`config.mk`:
```
export PLATFORM = sky130hd
export DESIGN_NAME = iq_sample_packer_flat
export DESIGN_NICKNAME = d
export VERILOG_FILES = /design/src/rtl/iq_sample_packer_pkg.sv /design/src/rtl/iq_sample_packer_if.sv /design/src/rtl/iq_pack_fifo.sv /design/src/rtl/iq_sample_packer.sv /design/src/flat_wrapper.sv
export SDC_FILE = /design/constraint.sdc
export NUM_CORES = 1
export LEC_CHECK = 0
export BUFFER_PORTS_ARGS = -buffer_cell sky130_fd_sc_hd__buf_2
export CAP_MARGIN = 20
export CORE_ASPECT_RATIO = 2
export CORE_MARGIN = 2
export CORE_UTILIZATION = 60
export CTS_CLUSTER_SIZE = 12
export DETAILED_ROUTE_END_ITERATION = 8
export PLACE_DENSITY = 0.78
export SETUP_SLACK_MARGIN = 0.3
export SLEW_MARGIN = 10
export SYNTH_ARGS = -nofsm -noshare
export SYNTH_HDL_FRONTEND = slang
export SYNTH_SLANG_ARGS = --single-unit
```
`constraint.sdc`:
```
create_clock -name clk -period 3.1 [get_ports clk]
set_input_delay 0.465 -clock clk [delete_from_list [all_inputs] [get_ports clk]]
set_output_delay 0.465 -clock clk [all_outputs]
set_load 0.01 [all_outputs]
```
`src/rtl/iq_sample_packer_pkg.sv`:
```
// rtl/iq_sample_packer_pkg.sv - shared widths and defaults for the I/Q sample packer
package system_parameters;
  localparam int QUANTISATION_BITWIDTH = 8;
  localparam int SAMPLE_WIDTH          = QUANTISATION_BITWIDTH * 2;
  localparam int PACK_FACTOR_DEFAULT   = 4;
  localparam int FRAME_LEN_DEFAULT     = 64;
  localparam int PACKER_WORD_WIDTH     = SAMPLE_WIDTH * PACK_FACTOR_DEFAULT;
  localparam int DROP_CNT_WIDTH        = 16;

  typedef logic [SAMPLE_WIDTH-1:0] iq_sample_t;
endpackage

```
`src/rtl/iq_sample_packer_if.sv`:
```
// rtl/iq_sample_packer_if.sv - sample input and packed-word output bundle of the packer
// dropCount exists only when PACKER_DROP_CNT_EN is defined.
interface iq_sample_packer_if
  import system_parameters::*;
#(
  parameter int PACK_FACTOR = PACK_FACTOR_DEFAULT
);
  localparam int WORD_WIDTH = SAMPLE_WIDTH * PACK_FACTOR;

  iq_sample_t              quantizedData;
  logic                    inValid;
  logic                    inFrameStart;
  logic [WORD_WIDTH-1:0]   outData;
  logic                    outValid;
  logic                    outLast;
  logic                    outReady;
  logic                    overflow;
`ifdef PACKER_DROP_CNT_EN
  logic [DROP_CNT_WIDTH-1:0] dropCount;

  modport master (output quantizedData, inValid, inFrameStart, outReady,
                  input  outData, outValid, outLast, overflow, dropCount);
  modport slave  (input  quantizedData, inValid, inFrameStart, outReady,
                  output outData, outValid, outLast, overflow, dropCount);
`else
  modport master (output quantizedData, inValid, inFrameStart, outReady,
                  input  outData, outValid, outLast, overflow);
  modport slave  (input  quantizedData, inValid, inFrameStart, outReady,
                  output outData, outValid, outLast, overflow);
`endif
endinterface

```
`src/rtl/iq_pack_fifo.sv`:
```
// rtl/iq_pack_fifo.sv - first-word-fall-through word FIFO; head entry visible while not empty
module iq_pack_fifo
  import system_parameters::*;
#(
  parameter int DEPTH = 4,
  parameter int WIDTH = PACKER_WORD_WIDTH + 1
) (
  input  logic             clk,
  input  logic             rst,
  input  logic             push,
  input  logic [WIDTH-1:0] push_data,
  input  logic             pop,
  output logic [WIDTH-1:0] pop_data,
  output logic             full,
  output logic             empty
);
  localparam int AW = $clog2(DEPTH);

  logic [WIDTH-1:0] mem [DEPTH];
  logic [AW-1:0]    wr_ptr;
  logic [AW-1:0]    rd_ptr;
  logic [AW:0]      count;
  logic             do_push;
  logic             do_pop;

  assign empty    = (count == '0);
  assign full     = (count == (AW+1)'(DEPTH));
  assign do_pop   = pop && !empty;
  // A pop frees the slot the same cycle, so a push into a full FIFO still lands.
  assign do_push  = push && (!full || do_pop);
  assign pop_data = mem[rd_ptr];

  always_ff @(posedge clk or negedge rst) begin
    if (!rst) begin
      for (int i = 0; i < DEPTH; i++) mem[i] <= '0;
      wr_ptr <= '0;
      rd_ptr <= '0;
      count  <= '0;
    end else begin
      if (do_push) begin
        mem[wr_ptr] <= push_data;
        wr_ptr      <= wr_ptr + AW'(1);
      end
      if (do_pop) rd_ptr <= rd_ptr + AW'(1);
      case ({do_push, do_pop})
        2'b10:   count <= count + (AW+1)'(1);
        2'b01:   count <= count - (AW+1)'(1);
        default: ;
      endcase
    end
  end
endmodule

```
`src/rtl/iq_sample_packer.sv`:
```
// rtl/iq_sample_packer.sv - gathers I/Q samples into frame-marked words; drops on full FIFO
// PACKER_DROP_CNT_EN adds the saturating dropCount output.
module iq_sample_packer
  import system_parameters::*;
#(
  parameter int PACK_FACTOR = PACK_FACTOR_DEFAULT,
  parameter int FRAME_LEN   = FRAME_LEN_DEFAULT,
  parameter int FIFO_DEPTH  = 4
) (
  input logic               clk,
  input logic               rst,
  iq_sample_packer_if.slave bus
);
  localparam int WORD_WIDTH = SAMPLE_WIDTH * PACK_FACTOR;
  localparam int LW         = $clog2(PACK_FACTOR);
  localparam int CW         = (FRAME_LEN > 1) ? $clog2(FRAME_LEN) : 1;
  localparam logic [LW-1:0] LANE_MAX = LW'(PACK_FACTOR - 1);
  localparam logic [CW-1:0] WORD_MAX = CW'(FRAME_LEN - 1);

  logic [PACK_FACTOR-1:0][SAMPLE_WIDTH-1:0] gather;
  logic [PACK_FACTOR-1:0][SAMPLE_WIDTH-1:0] word;
  logic [LW-1:0]         lane;
  logic [LW-1:0]         cur_lane;
  logic [CW-1:0]         word_cnt;
  logic [CW-1:0]         cur_cnt;
  logic                  complete;
  logic                  push_q;
  logic                  last_q;
  logic [WORD_WIDTH-1:0] word_q;
  logic                  drop;
  logic                  overflow_q;
  logic                  full;
  logic                  empty;
  logic [WORD_WIDTH:0]   head;

  // A frame start restarts both the lane and the word position from this very sample.
  always_comb begin
    cur_lane = bus.inFrameStart ? '0 : lane;
    cur_cnt  = bus.inFrameStart ? '0 : word_cnt;
    complete = bus.inValid && (cur_lane == LANE_MAX);
    word     = gather;
    word[PACK_FACTOR-1] = bus.quantizedData;
  end

  always_ff @(posedge clk or negedge rst) begin
    if (!rst) begin
      gather   <= '0;
      lane     <= '0;
      word_cnt <= '0;
      push_q   <= 1'b0;
      last_q   <= 1'b0;
      word_q   <= '0;
    end else begin
      push_q <= complete;
      if (bus.inValid) begin
        gather[cur_lane] <= bus.quantizedData;
        if (complete) begin
          lane     <= '0;
          word_cnt <= (cur_cnt == WORD_MAX) ? '0 : cur_cnt + CW'(1);
          word_q   <= word;
          last_q   <= (cur_cnt == WORD_MAX);
        end else begin
          lane     <= cur_lane + LW'(1);
          word_cnt <= cur_cnt;
        end
      end
    end
  end

  // A full FIFO is only a loss when the consumer is not taking a word this cycle.
  assign drop = push_q && full && !bus.outReady;

  always_ff @(posedge clk or negedge rst) begin
    if (!rst) overflow_q <= 1'b0;
    else if (drop) overflow_q <= 1'b1;
  end

`ifdef PACKER_DROP_CNT_EN
  logic [DROP_CNT_WIDTH-1:0] drop_cnt;

  always_ff @(posedge clk or negedge rst) begin
    if (!rst) drop_cnt <= '0;
    else if (drop && (drop_cnt != '1)) drop_cnt <= drop_cnt + DROP_CNT_WIDTH'(1);
  end

  assign bus.dropCount = drop_cnt;
`else
`endif

  iq_pack_fifo #(
    .DEPTH (FIFO_DEPTH),
    .WIDTH (WORD_WIDTH + 1)
  ) u_fifo (
    .clk       (clk),
    .rst       (rst),
    .push      (push_q && !drop),
    .push_data ({last_q, word_q}),
    .pop       (bus.outReady),
    .pop_data  (head),
    .full      (full),
    .empty     (empty)
  );

  assign bus.outData  = head[WORD_WIDTH-1:0];
  assign bus.outLast  = head[WORD_WIDTH];
  assign bus.outValid = !empty;
  assign bus.overflow = overflow_q;
endmodule

```
`src/flat_wrapper.sv`:
```
// flat-port wrapper written by rule: the top's interface ports become plain ports
module iq_sample_packer_flat import system_parameters::*;
#(
  parameter int PACK_FACTOR = PACK_FACTOR_DEFAULT,
  parameter int FRAME_LEN   = FRAME_LEN_DEFAULT,
  parameter int FIFO_DEPTH  = 4
)
  (clk, rst, bus_quantizedData, bus_inValid, bus_inFrameStart, bus_outReady, bus_outData, bus_outValid, bus_outLast, bus_overflow);
  iq_sample_packer_if #(.PACK_FACTOR(PACK_FACTOR)) bus_i ();
  input logic clk;
  input logic rst;
  input wire logic [$bits(bus_i.quantizedData)-1:0] bus_quantizedData;
  input wire logic [$bits(bus_i.inValid)-1:0] bus_inValid;
  input wire logic [$bits(bus_i.inFrameStart)-1:0] bus_inFrameStart;
  input wire logic [$bits(bus_i.outReady)-1:0] bus_outReady;
  output wire logic [$bits(bus_i.outData)-1:0] bus_outData;
  output wire logic [$bits(bus_i.outValid)-1:0] bus_outValid;
  output wire logic [$bits(bus_i.outLast)-1:0] bus_outLast;
  output wire logic [$bits(bus_i.overflow)-1:0] bus_overflow;
  assign bus_i.quantizedData = bus_quantizedData;
  assign bus_i.inValid = bus_inValid;
  assign bus_i.inFrameStart = bus_inFrameStart;
  assign bus_i.outReady = bus_outReady;
  assign bus_outData = bus_i.outData;
  assign bus_outValid = bus_i.outValid;
  assign bus_outLast = bus_i.outLast;
  assign bus_overflow = bus_i.overflow;
  iq_sample_packer #(.PACK_FACTOR(PACK_FACTOR), .FRAME_LEN(FRAME_LEN), .FIFO_DEPTH(FIFO_DEPTH)) u_core (.clk(clk), .rst(rst), .bus(bus_i));
endmodule
```
==> summary.md <==
| Metric | Value |
|---|---|
| Status | `finished, final reports clean` |
| Post-synthesis cell count | `970` |
| Post-synth cell types | `42` |
| Die W | `around 120 um` |
| Clock Latency Late Sink | `~0.53 ns` |
| Final Setup Violations | `0` |
| DRT iter0 DRCs | `479` |
| Core area | `approximately 29,000 um^2` |
| Worst-path clk slew | `0.06 ns` |
| Worst setup path end | `bus_outData[20]` |
| Crit path DAT | `about 2.2 ns` |
| Pleak | `9.82 nW` |
| Vias in the first global route | `just under 10,000` |
| Post-synth top flop | `dfrtp_1` |
| Synth Warn # | `0` |
| Routed vias | `8,698` |
| Crit-path slowest cell | `dfrtp_4` |
| Crit path from | `u_core.u_fifo.rd_ptr[0]$_DFFE_PN0P_` |
| Worst Setup End Kind | `primary output` |
| DRC viols | `0` |
| Top Family by Delay on Critical Path | `flip-flops` |
| Fill count | `around 1,900` |
| WL per Instance | `24.5 um` |
| R2R depth | `8` |
| H-tree Lvls | `2` |
| Die area | `about 30,000 um^2` |
| Min-delay worst type | `in -> reg` |
| Detailed Place HPWL | `roughly 22,000 um` |
| WP depth | `3` |
| Antenna cell count | `0` |
| Via-to-Cell Ratio | `6.04` |
| Max-cap violations | `0` |
| Share of cells above drive strength 1 | `0.560` |
| RR Endpoint | `u_core.u_fifo.count[2]$_DFFE_PN0P_` |
| P per Cell Area | `around 840 nW/um^2` |
| Critical Path RT | `2.63 ns` |
| Clk buf depth | `3` |
| Grt total ovfl | `0` |
| Syn_nets | `1,002` |
| Total Routing Usage GR | `0.241` |
| Unrepaired setup endpoints after global routing | `false` |
| Largest stage delay, worst path | `roughly 0.64 ns` |
| Initial Utilization | `0.606` |
| Largest net degree at the start of global routing | `80` |
| Post-Syn Area per Cell | `17.9 um^2` |
| EDFF count, synth | `0` |
| Rel. slew slack | `0.439` |
| Worst vdd ir | `0.655 mV` |
| TNS Setup | `0 ns` |
| CP Class | `reg -> out` |
| Root Driver | `clkbuf_16` |
| Startpoint Class | `flop` |
| CTS buffer count | `39` |
| Slew Limit Fails | `0` |
| CP bufs+invs | `2` |
| FF-to-FF Start | `u_core.u_fifo.count[1]$_DFFE_PN0P_` |
| Ys async rst share | `1.00` |
| DRT Pass-1 Iters | `4` |
| FF+latch count, synth | `390` |
| Final WL | `35,400 um` |
| Initial antenna violation count | `0` |
| Port Buffers | `between 80 and 90` |
| Max Clock Freq | `about 370 MHz` |
| Design Power | `16.1 mW` |
| Fin cells | `1,441` |
| Vert. Die Dim | `245 um` |
| Number of top-level pins | `88` |
| R2r setup slk | `0.59 ns` |
| Final Hold Violating Endpoints | `0` |
| TritonCTS clock tree | `yes` |
| RD Place Congestion | `0.765` |
| Post-Syn Area | `17,400 um^2` |
| Crit path cell chain | `buf_12, mux4_2, buf_2` |
| Rows | `around 90` |
| Detail Route Antenna Nets | `0` |
| Layout area overhead | `10.5%` |
| NumNets Final | `about 1,100` |
| Placed Cells | `1,388` |
| Crit-path max FO | `24` |
| Final hold slack | `roughly 0.23 ns` |
| Clk sinks | `390` |
| Fin crit share | `0.862` |
| Worst slew pin tran | `0.840 ns` |
| Post-synthesis sequential area ratio | `0.561` |
| Clock skew | `around 0.015 ns` |
| Tmin final | `2.67 ns` |
| First-pass GRT wire length | `roughly 57,000 um` |
-- stage by stage --
step	worst slack (ns)	utilization	area, um^2
3_3_place_gp	0.480	0.631	18100
2_1_floorplan	0.839	-	17400
4_1_cts	0.387	0.669	19200
6_report	0.427	0.669	19200
3_5_place_dp	0.468	0.631	18100
5_1_grt	0.342	0.669	19200
-- cell usage in the layout, fill, tap and decap left out, types with 2 or more instances in the layout --
cell | netlist | final
inv_1 | 11 | 11
mux2_2 | 174 | 174
mux2_4 | 200 | 200
buf_4 | 4 | 11
buf_8 | 0 | 2
xnor2_1 | 3 | 3
o31a_1 | 2 | 2
mux4_2 | 65 | 65
nand2b_1 | 4 | 4
nor2_1 | 5 | 5
clkbuf_1 | 17 | 8
nand3_1 | 2 | 2
nand3_4 | 0 | 4
buf_12 | 24 | 17
clkbuf_16 | 0 | 41
buf_2 | 11 | 86
nor2b_1 | 3 | 3
dfrtp_1 | 390 | 388
o211ai_1 | 2 | 2
nor3_1 | 2 | 2
o21ai_0 | 3 | 3
xor2_1 | 3 | 3
nand2_1 | 11 | 11
ha_1 | 10 | 10
-- report_power, final --
part	internal (mW)	switching, mW
logic	2.47	1.52
clock network	2.39	1.87
registers	6.53	1.30
total	11.4	4.69
-- sequential cells by signal, indices dropped and copies added (netlist names) --
signal,cells
u_core.u_fifo.mem,260
u_core.word_q,64
u_core.gather,48
u_core.word_cnt,6
u_core.u_fifo.count,3
u_core.lane,2
u_core.u_fifo.rd_ptr,2
u_core.u_fifo.wr_ptr,2
u_core.bus.overflow,1
u_core.last_q,1
u_core.push_q,1
-- per-layer routing --
layer,vias up,part of all wire,GRT usage
met1,4742,0.42,0.324
met5,-,0,0
met4,0,0.027,0.0783
met2,179,0.52,0.410
li1,3721,-,-
met3,56,0.034,0.0327
-- kinds of logic after synthesis --
family / count (synthesis) / synth area share
DFF: 390 / 0.561
adders and majority gates: 11 / 0.00834
and+or+nand+nor: 38 / 0.0126
buffers and inverters: 69 / 0.0390
xor gates and xnor gates: 6 / 0.00302
muxes: 439 / 0.369
AOI/OAI and AO/OA: 17 / 0.00705
-- worst min path at each step --
| stage | from | slack (ns) | cells after the start | to |
|---|---|---|---|---|
| 6_report | bus_quantizedData[2] | 0.23 | 2 | u_core.gather[18]$_DFFE_PN0P_ |
| 5_1_grt | bus_quantizedData[2] | 0.22 | 2 | u_core.gather[18]$_DFFE_PN0P_ |
| 4_1_cts | bus_quantizedData[2] | 0.21 | 2 | u_core.gather[18]$_DFFE_PN0P_ |
| 3_5_place_dp | rst | 0.47 | 1 | u_core.u_fifo.mem[139]$_DFFE_PN0P_ |
| 3_3_place_gp | rst | 0.47 | 1 | u_core.u_fifo.mem[9]$_DFFE_PN0P_ |
| 2_1_floorplan | rst | 0.17 | 0 | u_core.bus.overflow$_DFFE_PN0P_ |
-- layout make-up --
type	count	area, um^2	area share
multi-input cells	511	7000	0.364
well taps	360	450	0.0234
repair buffers	117	893	0.0465
clock buffers	50	1070	0.0556
inverters	12	45.0	0.00234
clock inverters	1	11.3	0.000586
flip-flops and latches	390	9760	0.508
-- synthesized netlist by cell type, types with 2 or more instances --
master    number  area, um^2
nand3_2        4        40.0
mux2_4       200        3000
nor3_1         2        10.0
dfrtp_1      390        9760
nor2_1         5        18.8
inv_1         11        41.3
mux4_2        65        1460
clkbuf_1      17        63.8
nand3_1        2        10.0
buf_12        24         480
ha_1          10         125
xor2_1         3        26.3
o211ai_1       2        15.0
nand2_1       11        41.3
o31a_1         2        17.5
o21ai_0        3        15.0
buf_4          4        30.0
buf_2         11        55.1
nand2b_1       4        25.0
mux2_2       174        1960
xnor2_1        3        26.3
nor2b_1        3        18.8
-- what timing repair did --
| action | CTS | global route |
|---|---|---|
| endpoints found under the hold margin | 67 | 0 |
| gates resized for setup | 0 | 0 |
| hold buffers | 1 | 0 |
| setup endpoints to repair | 29 | 0 |
| buffers inserted | 1 | 0 |
(Power assumes the default switching activity.)
